--- config.mk ---
export PLATFORM = sky130hd
export DESIGN_NAME = alu_sequencer_flat
export DESIGN_NICKNAME = d
export VERILOG_FILES = /design/src/rtl/alu_sequencer_pkg.sv /design/src/rtl/alu_sequencer_if.sv /design/src/rtl/alu_sequencer_settle_timer.sv /design/src/rtl/alu_sequencer.sv /design/src/flat_wrapper.sv
export SDC_FILE = /design/constraint.sdc
export NUM_CORES = 1
export LEC_CHECK = 0
export ABC_CLOCK_PERIOD_IN_PS = 6250
export CELL_PAD_IN_SITES_DETAIL_PLACEMENT = 0
export CELL_PAD_IN_SITES_GLOBAL_PLACEMENT = 1
export CORE_MARGIN = 3
export CORE_UTILIZATION = 31
export DETAILED_ROUTE_END_ITERATION = 8
export PLACE_DENSITY_LB_ADDON = 0.1
export SETUP_SLACK_MARGIN = 0.3
export SLEW_MARGIN = 10
export SYNTH_ARGS = -nofsm -noshare
export SYNTH_HDL_FRONTEND = slang
export SYNTH_SLANG_ARGS = --single-unit
--- constraint.sdc ---
create_clock -name i_clk -period 6.25 [get_ports i_clk]
set_clock_uncertainty 0.15 [all_clocks]
set_input_delay 1.5625 -clock i_clk [delete_from_list [all_inputs] [get_ports i_clk]]
set_output_delay 1.5625 -clock i_clk [all_outputs]
set_load 0.01 [all_outputs]
--- src/rtl/alu_sequencer_pkg.sv ---
// Shared opcode, state and response types for the ALU command sequencer.
package alu_sequencer_pkg;

  localparam int unsigned DATA_W      = 32;
  localparam int unsigned CMD_W       = 4;
  localparam int unsigned TMR_W       = 8;
  localparam int unsigned ALU_OP_LAST = 8;

  typedef enum logic [CMD_W-1:0] {
    OP_ADD  = 4'd0,
    OP_SUB  = 4'd1,
    OP_XOR  = 4'd2,
    OP_SLT  = 4'd3,
    OP_AND  = 4'd4,
    OP_NAND = 4'd5,
    OP_NOR  = 4'd6,
    OP_OR   = 4'd7,
    OP_SHFT = 4'd8
  } opcode_e;

  typedef enum logic [1:0] {
    ST_IDLE = 2'd0,
    ST_WAIT = 2'd1,
    ST_RESP = 2'd2
  } state_e;

  typedef struct packed {
    logic [DATA_W-1:0] result;
    logic              carryout;
    logic              zero;
    logic              overflow;
    logic              error;
  } rsp_t;

  function automatic logic is_legal_op(input logic [CMD_W-1:0] cmd);
    return cmd <= CMD_W'(ALU_OP_LAST);
  endfunction

endpackage

--- src/rtl/alu_sequencer_if.sv ---
// Request/response valid-ready bus between a requester (master) and the sequencer (slave).
interface alu_sequencer_if;
  import alu_sequencer_pkg::*;

  logic              req_valid;
  logic              req_ready;
  logic [CMD_W-1:0]  req_command;
  logic [DATA_W-1:0] req_a;
  logic [DATA_W-1:0] req_b;
  logic              rsp_valid;
  logic              rsp_ready;
  logic [DATA_W-1:0] rsp_result;
  logic              rsp_carryout;
  logic              rsp_zero;
  logic              rsp_overflow;
  logic              rsp_error;

  modport master (
    output req_valid, req_command, req_a, req_b, rsp_ready,
    input  req_ready, rsp_valid, rsp_result, rsp_carryout, rsp_zero, rsp_overflow, rsp_error
  );

  modport slave (
    input  req_valid, req_command, req_a, req_b, rsp_ready,
    output req_ready, rsp_valid, rsp_result, rsp_carryout, rsp_zero, rsp_overflow, rsp_error
  );

endinterface

--- src/rtl/alu_sequencer_settle_timer.sv ---
// Loadable down-counter; done is high whenever the count has reached zero.
module alu_sequencer_settle_timer #(
  parameter int unsigned W = 8
) (
  input  logic         i_clk,
  input  logic         i_rst,
  input  logic         i_load,
  input  logic [W-1:0] i_load_val,
  input  logic         i_en,
  output logic         o_done_c
);

  logic [W-1:0] r_cnt;

  always_ff @(posedge i_clk or posedge i_rst) begin
    if (i_rst) begin
      r_cnt <= '0;
    end else if (i_load) begin
      r_cnt <= i_load_val;
    end else if (i_en && (r_cnt != '0)) begin
      r_cnt <= r_cnt - W'(1);
    end
  end

  assign o_done_c = (r_cnt == '0);

endmodule

--- src/rtl/alu_sequencer.sv ---
// Sequences one ALU operation at a time: drives held operands, waits SETTLE cycles,
// then returns the registered result with locally derived flags.
module alu_sequencer
  import alu_sequencer_pkg::*;
#(
  parameter int unsigned SETTLE = 4,
  parameter int unsigned WIDTH  = DATA_W
) (
  input  logic              i_clk,
  input  logic              i_rst,
  alu_sequencer_if.slave    io_seq,
  output logic [CMD_W-1:0]  o_alu_command,
  output logic [WIDTH-1:0]  o_alu_a,
  output logic [WIDTH-1:0]  o_alu_b,
  input  logic [WIDTH-1:0]  i_alu_result,
  input  logic              i_alu_carryout
);

  state_e             r_state, w_state_nxt;
  opcode_e            r_op, w_op_nxt;
  logic [CMD_W-1:0]   r_alu_cmd, w_alu_cmd_nxt;
  logic [WIDTH-1:0]   r_alu_a, w_alu_a_nxt;
  logic [WIDTH-1:0]   r_alu_b, w_alu_b_nxt;
  logic               r_err_pend, w_err_pend_nxt;
  logic               r_req_ready;
  logic               r_rsp_valid, w_rsp_valid_nxt;
  rsp_t               r_rsp, w_rsp_nxt, w_cap;
  logic               w_tmr_load;
  logic [TMR_W-1:0]   w_tmr_val;
  logic               w_tmr_en;
  logic               w_tmr_done_c;
  logic               w_add_ovf;
  logic               w_sub_ovf;

  alu_sequencer_settle_timer #(.W(TMR_W)) u_settle_timer (
    .i_clk      (i_clk),
    .i_rst      (i_rst),
    .i_load     (w_tmr_load),
    .i_load_val (w_tmr_val),
    .i_en       (w_tmr_en),
    .o_done_c   (w_tmr_done_c)
  );

  // Signed overflow for the adder, judged against the operands actually driven
  assign w_add_ovf = (r_alu_a[WIDTH-1] == r_alu_b[WIDTH-1]) && (i_alu_result[WIDTH-1] != r_alu_a[WIDTH-1]);
  assign w_sub_ovf = (r_alu_a[WIDTH-1] != r_alu_b[WIDTH-1]) && (i_alu_result[WIDTH-1] != r_alu_a[WIDTH-1]);

  always_comb begin
    w_cap          = '0;
    w_cap.result   = i_alu_result;
    unique case (r_op)
      OP_ADD: begin
        w_cap.carryout = i_alu_carryout;
        w_cap.overflow = w_add_ovf;
      end
      OP_SUB: begin
        w_cap.carryout = i_alu_carryout;
        w_cap.overflow = w_sub_ovf;
      end
      OP_SLT: begin
        w_cap.result = DATA_W'(i_alu_result[WIDTH-1] ^ w_sub_ovf);
      end
      default: ;
    endcase
    w_cap.zero = (w_cap.result == '0);
  end

  always_ff @(posedge i_clk or posedge i_rst) begin
    if (i_rst) begin
      r_state <= ST_IDLE;
    end else begin
      r_state <= w_state_nxt;
    end
  end

  always_comb begin
    w_state_nxt     = r_state;
    w_op_nxt        = r_op;
    w_alu_cmd_nxt   = r_alu_cmd;
    w_alu_a_nxt     = r_alu_a;
    w_alu_b_nxt     = r_alu_b;
    w_err_pend_nxt  = r_err_pend;
    w_rsp_valid_nxt = r_rsp_valid;
    w_rsp_nxt       = r_rsp;
    w_tmr_load      = 1'b0;
    w_tmr_val       = '0;
    w_tmr_en        = 1'b0;
    unique case (r_state)
      ST_IDLE: begin
        if (io_seq.req_valid) begin
          w_tmr_load  = 1'b1;
          w_state_nxt = ST_WAIT;
          if (is_legal_op(io_seq.req_command)) begin
            w_tmr_val      = TMR_W'(SETTLE - 1);
            w_op_nxt       = opcode_e'(io_seq.req_command);
            w_alu_cmd_nxt  = (opcode_e'(io_seq.req_command) == OP_SLT) ? CMD_W'(OP_SUB) : io_seq.req_command;
            w_alu_a_nxt    = io_seq.req_a;
            w_alu_b_nxt    = io_seq.req_b;
            w_err_pend_nxt = 1'b0;
          end else begin
            // Illegal ops pass through one zero-length wait so the response lands one cycle later
            w_err_pend_nxt = 1'b1;
          end
        end
      end
      ST_WAIT: begin
        if (w_tmr_done_c) begin
          if (r_err_pend) begin
            w_rsp_nxt       = '0;
            w_rsp_nxt.error = 1'b1;
          end else begin
            w_rsp_nxt = w_cap;
          end
          w_rsp_valid_nxt = 1'b1;
          w_state_nxt     = ST_RESP;
        end else begin
          w_tmr_en = 1'b1;
        end
      end
      ST_RESP: begin
        if (r_rsp_valid && io_seq.rsp_ready) begin
          w_rsp_valid_nxt = 1'b0;
          w_state_nxt     = ST_IDLE;
        end
      end
      default: begin
        w_state_nxt = ST_IDLE;
      end
    endcase
  end

  always_ff @(posedge i_clk or posedge i_rst) begin
    if (i_rst) begin
      r_op        <= OP_ADD;
      r_alu_cmd   <= '0;
      r_alu_a     <= '0;
      r_alu_b     <= '0;
      r_err_pend  <= 1'b0;
      r_req_ready <= 1'b1;
      r_rsp_valid <= 1'b0;
      r_rsp       <= '0;
    end else begin
      r_op        <= w_op_nxt;
      r_alu_cmd   <= w_alu_cmd_nxt;
      r_alu_a     <= w_alu_a_nxt;
      r_alu_b     <= w_alu_b_nxt;
      r_err_pend  <= w_err_pend_nxt;
      r_req_ready <= (w_state_nxt == ST_IDLE);
      r_rsp_valid <= w_rsp_valid_nxt;
      r_rsp       <= w_rsp_nxt;
    end
  end

  assign o_alu_command       = r_alu_cmd;
  assign o_alu_a             = r_alu_a;
  assign o_alu_b             = r_alu_b;
  assign io_seq.req_ready    = r_req_ready;
  assign io_seq.rsp_valid    = r_rsp_valid;
  assign io_seq.rsp_result   = r_rsp.result;
  assign io_seq.rsp_carryout = r_rsp.carryout;
  assign io_seq.rsp_zero     = r_rsp.zero;
  assign io_seq.rsp_overflow = r_rsp.overflow;
  assign io_seq.rsp_error    = r_rsp.error;

endmodule

--- src/flat_wrapper.sv ---
// flat-port wrapper written by rule: the top's interface ports become plain ports
module alu_sequencer_flat import alu_sequencer_pkg::*;
#(
  parameter int unsigned SETTLE = 4,
  parameter int unsigned WIDTH  = DATA_W
)
  (i_clk, i_rst, o_alu_command, o_alu_a, o_alu_b, i_alu_result, i_alu_carryout, io_seq_req_valid, io_seq_req_command, io_seq_req_a, io_seq_req_b, io_seq_rsp_ready, io_seq_req_ready, io_seq_rsp_valid, io_seq_rsp_result, io_seq_rsp_carryout, io_seq_rsp_zero, io_seq_rsp_overflow, io_seq_rsp_error);
  alu_sequencer_if io_seq_i ();
  input  logic i_clk;
  input  logic i_rst;
  output logic [CMD_W-1:0] o_alu_command;
  output logic [WIDTH-1:0] o_alu_a;
  output logic [WIDTH-1:0] o_alu_b;
  input  logic [WIDTH-1:0] i_alu_result;
  input  logic i_alu_carryout;
  input wire logic [$bits(io_seq_i.req_valid)-1:0] io_seq_req_valid;
  input wire logic [$bits(io_seq_i.req_command)-1:0] io_seq_req_command;
  input wire logic [$bits(io_seq_i.req_a)-1:0] io_seq_req_a;
  input wire logic [$bits(io_seq_i.req_b)-1:0] io_seq_req_b;
  input wire logic [$bits(io_seq_i.rsp_ready)-1:0] io_seq_rsp_ready;
  output wire logic [$bits(io_seq_i.req_ready)-1:0] io_seq_req_ready;
  output wire logic [$bits(io_seq_i.rsp_valid)-1:0] io_seq_rsp_valid;
  output wire logic [$bits(io_seq_i.rsp_result)-1:0] io_seq_rsp_result;
  output wire logic [$bits(io_seq_i.rsp_carryout)-1:0] io_seq_rsp_carryout;
  output wire logic [$bits(io_seq_i.rsp_zero)-1:0] io_seq_rsp_zero;
  output wire logic [$bits(io_seq_i.rsp_overflow)-1:0] io_seq_rsp_overflow;
  output wire logic [$bits(io_seq_i.rsp_error)-1:0] io_seq_rsp_error;
  assign io_seq_i.req_valid = io_seq_req_valid;
  assign io_seq_i.req_command = io_seq_req_command;
  assign io_seq_i.req_a = io_seq_req_a;
  assign io_seq_i.req_b = io_seq_req_b;
  assign io_seq_i.rsp_ready = io_seq_rsp_ready;
  assign io_seq_req_ready = io_seq_i.req_ready;
  assign io_seq_rsp_valid = io_seq_i.rsp_valid;
  assign io_seq_rsp_result = io_seq_i.rsp_result;
  assign io_seq_rsp_carryout = io_seq_i.rsp_carryout;
  assign io_seq_rsp_zero = io_seq_i.rsp_zero;
  assign io_seq_rsp_overflow = io_seq_i.rsp_overflow;
  assign io_seq_rsp_error = io_seq_i.rsp_error;
  alu_sequencer #(.SETTLE(SETTLE), .WIDTH(WIDTH)) u_core (.i_clk(i_clk), .i_rst(i_rst), .io_seq(io_seq_i), .o_alu_command(o_alu_command), .o_alu_a(o_alu_a), .o_alu_b(o_alu_b), .i_alu_result(i_alu_result), .i_alu_carryout(i_alu_carryout));
endmodule
=== Word-level counts from Yosys, hierarchy flattened ===
Index checks and enable logic that the tools add are counted.

* $add $sub $neg: 1
* Reduce and logical (&&, ||, !) cells: 17
* Multiply operators: 0
* Order comparisons: 1
* Bitwise operators: 1
* Equality and inequality tests: 10
* Multiplexer cells: 22
* Divide/modulo/power cells: 0
* Shift-type cells: 0

{| class="wikitable"
|+ Operators by type and width
! operator !! number
|-
| two-way mux 36 bit || 1
|-
| zero test 32 bit || 1
|-
| two-way mux 32 bit || 1
|-
| two-way mux 8 bit || 4
|-
| == test 4 x 2 -> 1 bit, second input constant || 2
|-
| zero test 8 bit || 1
|-
| two-way mux 1 bit || 8
|-
| two-way mux 2 bit || 4
|-
| nonzero test 8 bit || 1
|-
| subtractor 8 x 1 -> 8 bit, second input constant || 1
|-
| case mux 2 bit (3 select lines) || 1
|-
| AND reduction 3 bit || 2
|-
| == test 4 x 1 -> 1 bit, second input constant || 1
|-
| <= comparator 4 bit, second input constant || 1
|-
| logical AND 1 bit || 4
|-
| zero test 2 bit || 2
|-
| zero test 4 bit || 1
|-
| two-way mux 4 bit || 1
|-
| case mux 1 bit (2 select lines) || 2
|-
| AND reduction 2 bit || 2
|-
| nonzero test 2 bit || 2
|-
| == test 2 x 1 -> 1 bit, second input constant || 1
|-
| == test 2 bit, second input constant || 1
|-
| != test 1 bit || 2
|-
| other kinds (5) || 5
|}

* Output and inout bits: 106
* Memory bits (writable): 0
* Bits in registers: 121
* Latch bits: 0
* Bits of input ports: 105
* Memories: 0
* ROM bits: 0
* Word-level logic and storage cells: 66

=== Depth between registers and ports, before layout ===
Gate-level depths: netlist (run 1).

* Depth after elaboration: 6
* Depth in mapped cells: 7
* Depth with buffers taken out: 6

=== By module ===
A second synthesis (run 1) with hierarchy kept.

* Cell total of the unflattened synthesis: 484
* Area, all modules: 4849.7 µm²

{| class="wikitable"
|+ Modules (own cells, without submodules)
! module !! area each (µm²) !! instances !! cells an instance !! sequential area each (µm²)
|-
| alu_sequencer || 4354.2 || 1 || 431 || 2829.0
|-
| alu_sequencer_settle_timer || 495.5 || 1 || 53 || 200.2
|}

=== Least setup slack after synthesis (run 1) ===
No wires, ideal clock.

* Kind: in2reg
* From: in i_alu_result[23]
* To: reg u_core.r_rsp, in the netlist u_core.io_seq.rsp_zero
* Required time: 6032 ps
* Path slack: 3485 ps
* Data arrival time: 2547 ps
* Path buffers: 0
* Stages on the path: 3
* Path through: or4_1 -> o41ai_1 -> a32o_1

* Word-level cells in the longest chain between the ends: 3

{| class="wikitable"
|+ RTL lines
! item !! line !! RTL
|-
| from (decl) || flat_wrapper.sv:14 || <nowiki>input logic [WIDTH-1:0] i_alu_result;</nowiki>
|-
| two-way mux 32 bit || alu_sequencer.sv:51 || <nowiki>unique case (r_op)</nowiki>
|-
| zero test 32 bit || alu_sequencer.sv:65 || <nowiki>w_cap.zero = (w_cap.result == '0);</nowiki>
|-
| two-way mux 36 bit || alu_sequencer.sv:108 || <nowiki>if (r_err_pend) begin</nowiki>
|-
| to (signal assigned) || alu_sequencer.sv:150 || <nowiki>r_rsp <= w_rsp_nxt;</nowiki>
|-
| to (decl) || alu_sequencer.sv:27 || <nowiki>rsp_t r_rsp, w_rsp_nxt, w_cap;</nowiki>
|}

No other way between the ends.
A chain may end at the register's enable or synchronous reset.

=== Final worst setup path (run 1) ===
* From: in io_seq_req_valid
* To: reg u_core.u_settle_timer.r_cnt[0]

* Word-level cells in the longest chain between the ends: 3

{| class="wikitable"
|+ RTL lines
! item !! line !! RTL
|-
| from (decl) || flat_wrapper.sv:16 || <nowiki>input wire logic [$bits(io_seq_i.req_valid)-1:0] io_seq_req_valid;</nowiki>
|-
| two-way mux 8 bit / two-way mux 1 bit (equally long branches) || alu_sequencer.sv:90 || <nowiki>if (io_seq.req_valid) begin</nowiki>
|-
| two-way mux 8 bit / two-way mux 1 bit (equally long branches) || alu_sequencer.sv:88 || <nowiki>unique case (r_state)</nowiki>
|-
| two-way mux 8 bit / nonzero test 2 bit (equally long branches) || - ||
|-
| to (signal assigned) || alu_sequencer_settle_timer.sv:19 || <nowiki>r_cnt <= i_load_val;</nowiki>
|-
| to (signal assigned) || alu_sequencer_settle_timer.sv:21 || <nowiki>r_cnt <= r_cnt - W'(1);</nowiki>
|-
| to (decl) || alu_sequencer_settle_timer.sv:13 || <nowiki>logic [W-1:0] r_cnt;</nowiki>
|}

Parallel ways exist; a longest one is shown, timed or not.

==> impl_metrics.env, run 1 <==
export IMPL_slew_viol_final=0
export IMPL_grt_pass1_vias=4158
export IMPL_p_comb_frac=0.377
export IMPL_wl_per_cell_um=15.2
export IMPL_dr_pass1_iters=4
export IMPL_irDropWorstVdd_mv=0.200
export IMPL_hp_class="register to register"
export IMPL_grt_max_degree=55
export IMPL_cts_sinks=121
export IMPL_async_flop_share=1.00
export IMPL_synthFlopType="dfrtp_1"
export IMPL_p_seq_frac=0.352
export IMPL_clkPwrFrac=0.271
export IMPL_critPathRequiredTime_ps=6440
export IMPL_period_share=0.571
export IMPL_synthCells=480
export IMPL_crit_chain="clkdlybuf4s50_1 > nor3b_1 > buf_4 > and2_2 > buf_4 > o22a_1"
export IMPL_finalCoreUtilization=0.510
export IMPL_cts_resized=0
export IMPL_die_w_um=131
export IMPL_synth_nets=587
export IMPL_fillers=1396
export IMPL_cap_violations=0
export IMPL_clk_pin_slew_ps=50
export IMPL_worstPathMaxFanout=37
export IMPL_crit_top_cell="buf_4"
export IMPL_start_kind="primary input"
export IMPL_hpwlAfterDp_mm=9.78
export IMPL_core_area_um2=15300
export IMPL_ys_warn_count=0
export IMPL_path_buf_inv=3
export IMPL_numCtsBuffers=17
export IMPL_antenna_left=0
export IMPL_num_rows=45
export IMPL_h_tree_depth=4
export IMPL_synth_area_um2=4840
export IMPL_globalplace_congestion=0.775
export IMPL_grt_setup_unrepaired="false"
export IMPL_ys_ff_latch=121
export IMPL_hold_viol=0
export IMPL_initialDrtViolationCount=173
export IMPL_layout_min_cycle_time_ps=3570
export IMPL_ioPinCount=211
export IMPL_synth_area_leaders="dfrtp_1, nand2_1, a22o_1"
export IMPL_instances_no_fill=915
export IMPL_drc=0
export IMPL_placedCellCount=883
export IMPL_synth_top_area_frac=0.621
export IMPL_crit_path_end_kind="register"
export IMPL_cp_top_family="buffers and inverters"
export IMPL_fin_hold_ws_ps=319
export IMPL_fin_tns_setup_ps=0
export IMPL_grt_ovfl_total=0
export IMPL_synth_cell_types=44
export IMPL_cts_tree="done"
export IMPL_timing_worst_setup_path_type="primary input to register"
export IMPL_worst_pin_slew_ps=1160
export IMPL_syn_area_per_cell_um2=10.1
export IMPL_p_sw_w=0.00121
export IMPL_power_leakage_nw=3.62
export IMPL_intPower_w=0.00271
export IMPL_clockBufferDepth=2
export IMPL_switching_share=0.309
export IMPL_clk_latency_ps=400
export IMPL_holdBufCountCts=0
export IMPL_yosysSeqAreaShare=0.626
export IMPL_cts_root_buf="clkbuf_16"
export IMPL_initial_core_util=0.317
export IMPL_hold_depth=2
export IMPL_cpPeakStageDelay_ps=620
export IMPL_antenna_cells=0
export IMPL_reg2reg_depth=6
export IMPL_wirelength_mm=13.9
export IMPL_maxClockFrequency_ghz=0.280
export IMPL_cp_arrival_ps=3770
export IMPL_slew_headroom=0.227
export IMPL_crit_cells=6
export IMPL_viasPerCell=4.44
export IMPL_num_vias=4063
export IMPL_crit_slowest_cell="and2_2"
export IMPL_antenna_found_initial=0
export IMPL_die_area_um2=17100
export IMPL_die_h_um=131
export IMPL_synth_top_area_cell="dfrtp_1"
export IMPL_status="finished clean"
export IMPL_final_nets=798
export IMPL_synth_edf_count=0
export IMPL_setup_violations=0
export IMPL_grt_usage=0.164
export IMPL_area_growth_pct=60.9
export IMPL_placement_io_buffers=210
export IMPL_grt_pass1_wl_mm=21.5
export IMPL_cts_setup_buffers=0
export IMPL_p_per_area_nw_per_um2=504
export IMPL_drive_gt1_frac=0.0668
[placed cells by master, fill, tap and decap left out, types with 3 or more instances in the layout]
master           Yosys  final
nand2_1            221    220
clkdlybuf4s50_1      0    210
dfrtp_1            120    120
a22o_1              31     31
clkbuf_16            0     17
nor2_1              15     15
nor4_1               7      7
clkbuf_8             0      6
a21oi_1              5      5
buf_4                0      5
o21ai_0              4      4
inv_1                5      4
xor2_1               4      4
bufinv_16            0      4
mux2i_1              3      3
nand4_1              3      3
o31ai_1              3      3
clkinv_2             0      3
[final timing paths]
| kind | slack [ps] | start | end |
|---|---|---|---|
| setup / recovery | 2680 | io_seq_req_valid | u_core.u_settle_timer.r_cnt[0] |
| hold / removal | 320 | u_core.o_alu_a[21] | u_core.o_alu_a[21] |
| setup reg to reg | 2940 | u_core.u_settle_timer.r_cnt[0] | u_core.io_seq.rsp_result[15] |
| hold reg to reg | 320 | u_core.o_alu_a[21] | u_core.o_alu_a[21] |
| max in group asynchronous | 3520 | i_rst | u_core.io_seq.rsp_result[8] |
| min in group asynchronous | 1420 | i_rst | u_core.o_alu_a[19] |
[final cells by class]
type	count	area, um2	area share
inverter	5	21.3	0.00273
tap	211	264	0.0339
sequential	121	3030	0.389
timing repair buffer	215	2140	0.275
clock inverter	7	135	0.0174
multi-input combinational	331	1670	0.215
clock buffer	25	515	0.0663
[worst register-to-register path: cells and delay by family (launching register included)]
kind / cells / cell delay (ps)
AND/OR/NAND/NOR: 3 / 2130
adder cells (fa/ha/maj): 1 / 180
AO/OA/AOI/OAI: 1 / 260
flip-flops: 1 / 420
buffers and inverters: 1 / 100
[cells in the mapped netlist (2+ instances only)]
| cell type | n |
|---|---|
| mux2i_1 | 3 |
| inv_1 | 5 |
| o21ai_0 | 4 |
| dfrtp_1 | 120 |
| ha_1 | 2 |
| a21o_1 | 2 |
| xor2_1 | 4 |
| a22o_1 | 31 |
| or3_1 | 2 |
| o22a_1 | 2 |
| buf_6 | 3 |
| nor2b_1 | 2 |
| nor2_1 | 15 |
| o31ai_1 | 3 |
| nor4_1 | 7 |
| or4_1 | 2 |
| a21oi_1 | 5 |
| nand2b_1 | 2 |
| nand4_1 | 3 |
| nand2_1 | 221 |
| buf_2 | 7 |
| clkbuf_1 | 13 |
[routing by layer]
layer	vias up	global-route usage	part of all wire
met3	18	0.0870	0.11
met5	-	0	0
met4	0	0.0593	0.018
li1	2002	-	-
met2	149	0.243	0.46
met1	1894	0.202	0.42
[sequential cells by signal, indices dropped and copies added (netlist names), 2 cells and up]
name and count:
u_core.o_alu_b 32, u_core.io_seq.rsp_result 32, u_core.r_op 4, u_core.o_alu_command 4, u_core.o_alu_a 32, u_core.r_state 2, u_core.u_settle_timer.r_cnt 8
[metrics by stage]
step | setup WS, ps | total power [W] | instance area (um2)
finish | 2680 | 0.00392 | 7780
global route | 2460 | 0.00418 | 7780
CTS | 2640 | 0.00398 | 7780
detailed placement | 2220 | 0.00288 | 7130
global placement | 2210 | 0.00286 | 7130
floorplan | 1320 | 0.00202 | 4840
[cell families after synthesis]
logic type               Yosys count  synth area share
AND/OR/NAND/NOR                  266             0.233
adder cells (fa/ha/maj)            2           0.00517
multiplexers                       4           0.00854
AO/OA/AOI/OAI                     54            0.0893
buffers and inverters             28            0.0282
XOR/XNOR                           5           0.00906
flip-flops                       121             0.626
[power by group through the flow]
stage / clock network, W / registers, W / logic, W
2_1_floorplan: 0 / 0.00150 / 0.000520
3_3_place_gp: 0 / 0.00137 / 0.00149
3_5_place_dp: 0 / 0.00138 / 0.00150
4_1_cts: 0.00109 / 0.00138 / 0.00150
5_1_grt: 0.00113 / 0.00143 / 0.00162
6_report: 0.00106 / 0.00138 / 0.00148
Power figures use the tool's default switching activity.
==> run 2: changes to the inputs <==
--- a/config.mk
+++ b/config.mk
@@ -5,7 +5,7 @@
 export SDC_FILE = /design/constraint.sdc
 export NUM_CORES = 1
 export LEC_CHECK = 0
-export ABC_CLOCK_PERIOD_IN_PS = 6250
+export ABC_CLOCK_PERIOD_IN_PS = 3600
 export CELL_PAD_IN_SITES_DETAIL_PLACEMENT = 0
 export CELL_PAD_IN_SITES_GLOBAL_PLACEMENT = 1
 export CORE_MARGIN = 3
==> constraint.sdc (replaced) <==
create_clock -name i_clk -period 3.6 [get_ports i_clk]
set_clock_uncertainty 0.15 [all_clocks]
set_input_delay 0.9 -clock i_clk [delete_from_list [all_inputs] [get_ports i_clk]]
set_output_delay 0.9 -clock i_clk [all_outputs]
set_load 0.01 [all_outputs]
==> run 2 against run 1 <==
- hold slack better by 0.79 ps
- register-to-register slack worse by 1700 ps
- largest cell class unchanged
- critical path depth is 5 lower
- combinational power is 74% higher
- sequential power is 72% higher
- power is 73% higher
- clock power is 70% higher
==> impl_metrics.env, run 2 (synthesis results as in run 1) <==
export IMPL_antenna_found_initial=0
export IMPL_die_area_um2=17100
export IMPL_core_area_um2=15300
export IMPL_reg2reg_depth=7
export IMPL_p_seq_frac=0.352
export IMPL_clockBufferDepth=2
export IMPL_placement_io_buffers=210
export IMPL_finalInstanceArea_um2=7780
export IMPL_grt_ovfl_total=0
export IMPL_wl_per_cell_um=15.2
export IMPL_fin_tns_setup_ps=0
export IMPL_die_w_um=131
export IMPL_wirelength_mm=13.9
export IMPL_worstPathMaxFanout=1
export IMPL_clkPwrFrac=0.266
export IMPL_holdPathEnd="u_core.o_alu_a[28]"
export IMPL_area_growth_pct=61.0
export IMPL_num_rows=45
export IMPL_r2r_start="u_core.u_settle_timer.r_cnt[0]"
export IMPL_rrSetupSlack_ps=1280
export IMPL_start_kind="register"
export IMPL_grt_usage=0.168
export IMPL_cts_resized=0
export IMPL_slew_headroom=0.418
export IMPL_path_buf_inv=1
export IMPL_p_per_area_nw_per_um2=869
export IMPL_numCtsBuffers=17
export IMPL_crit_path_end_kind="output pin"
export IMPL_crit_slowest_cell="clkdlybuf4s50_1"
export IMPL_irDropWorstVdd_mv=0.437
export IMPL_grt_setup_unrepaired="false"
export IMPL_p_sw_w=0.00211
export IMPL_r2r_end="u_core.io_seq.rsp_result[14]"
export IMPL_clk_latency_ps=410
export IMPL_slew_viol_final=0
export IMPL_p_comb_frac=0.382
export IMPL_placedCellCount=885
export IMPL_dpl_cell_area_um2=7160
export IMPL_initial_core_util=0.317
export IMPL_hold_depth=2
export IMPL_layout_min_cycle_time_ps=2480
export IMPL_timing_worst_setup_path_type="register to output pin"
export IMPL_h_tree_depth=4
export IMPL_fillers=1391
export IMPL_switching_share=0.311
export IMPL_cts_setup_buffers=0
export IMPL_fin_hold_ws_ps=320
export IMPL_hp_class="register to register"
export IMPL_dr_pass1_iters=4
export IMPL_antenna_cells=0
export IMPL_cts_sinks=121
export IMPL_dpl_worst_slack_ps=769
export IMPL_globalplace_congestion=0.793
export IMPL_drc=0
export IMPL_hp_start="u_core.o_alu_a[28]"
export IMPL_cts_root_buf="clkbuf_16"
export IMPL_ioPinCount=211
export IMPL_multi_input_area_um2=1670
export IMPL_cpPeakStageDelay_ps=520
export IMPL_antenna_left=0
export IMPL_clk_pin_slew_ps=50
export IMPL_grt_pass1_wl_mm=22.0
export IMPL_critPathRequiredTime_ps=2550
export IMPL_final_nets=800
export IMPL_cap_violations=0
export IMPL_drive_gt1_frac=0.0682
export IMPL_cts_tree="done"
export IMPL_cp_arrival_ps=1430
export IMPL_power_leakage_nw=3.61
export IMPL_num_vias=4088
export IMPL_setup_violations=0
export IMPL_grt_pass1_vias=4215
export IMPL_status="finished clean"
export IMPL_cp_top_family="buffers and inverters"
export IMPL_viasPerCell=4.47
export IMPL_hold_viol=0
export IMPL_period_share=0.689
export IMPL_holdBufCountCts=0
export IMPL_maxClockFrequency_ghz=0.403
export IMPL_hpwlAfterDp_mm=9.60
export IMPL_die_h_um=131
export IMPL_initialDrtViolationCount=181
export IMPL_crit_chain="clkdlybuf4s50_1"
export IMPL_intPower_w=0.00466
export IMPL_grt_max_degree=72
export IMPL_layout_commonest_cell="nand2_1"
export IMPL_instances_no_fill=915
export IMPL_seq_area_um2=3030
export IMPL_worst_pin_slew_ps=873
export IMPL_fin_ws_ps=1120
export IMPL_mostFrequentLayoutCells="nand2_1, clkdlybuf4s50_1, dfrtp_1, a22o_1, clkbuf_16"
==> run 2: cell count changes in the layout (fill, tap and decap cells not counted), sizes merged <==
cell      change
clkinvlp      +2
inv           -1
clkbuf        -3
buf           +2
==> run 2: worst max path at each step <==
stage,start,endpoint,slack [ps],cells past startpoint
detailed placement,io_seq_req_valid,u_core.o_alu_b[13],770,7
CTS,u_core.io_seq.req_ready,io_seq_req_ready,1080,1
floorplan,i_rst,u_core.io_seq.rsp_carryout,1070,1
global placement,io_seq_req_valid,u_core.r_op[2],820,7
finish,u_core.io_seq.req_ready,io_seq_req_ready,1120,1
global route,u_core.o_alu_a[31],o_alu_a[31],1050,1
==> run 2: stage by stage <==
stage                     utilization  total power, W
final                           0.510         0.00677
after global routing            0.510         0.00724
after CTS                       0.510         0.00687
after detailed placement        0.469         0.00502
after global placement          0.469         0.00497
after floorplan                     -         0.00351
==> run 2: final cells by class <==
type                            instances  share of cell area
Clock buffer                           22              0.0622
Clock inverter                          8              0.0183
Inverter                                5             0.00289
Multi-Input combinational cell        331               0.215
Sequential cell                       121               0.389
Tap cell                              211              0.0339
Timing Repair Buffer                  217               0.278
==> run 2: routing by layer <==
metal / track usage / wire, um / vias to the layer above
met2: 0.257 / 6720 / 120
li1: - / - / 2001
met4: 0.0708 / 231 / 0
met5: 0 / 0 / -
met1: 0.207 / 5730 / 1950
met3: 0.0736 / 1220 / 17
==> run 2: power groups by stage <==
stage               combinational [W]  clock, W  sequential [W]
finish                        0.00258   0.00180         0.00238
detailed placement            0.00263         0         0.00239
global route                  0.00285   0.00192         0.00247
CTS                           0.00263   0.00185         0.00239
global placement              0.00260         0         0.00237
floorplan                    0.000904         0         0.00260
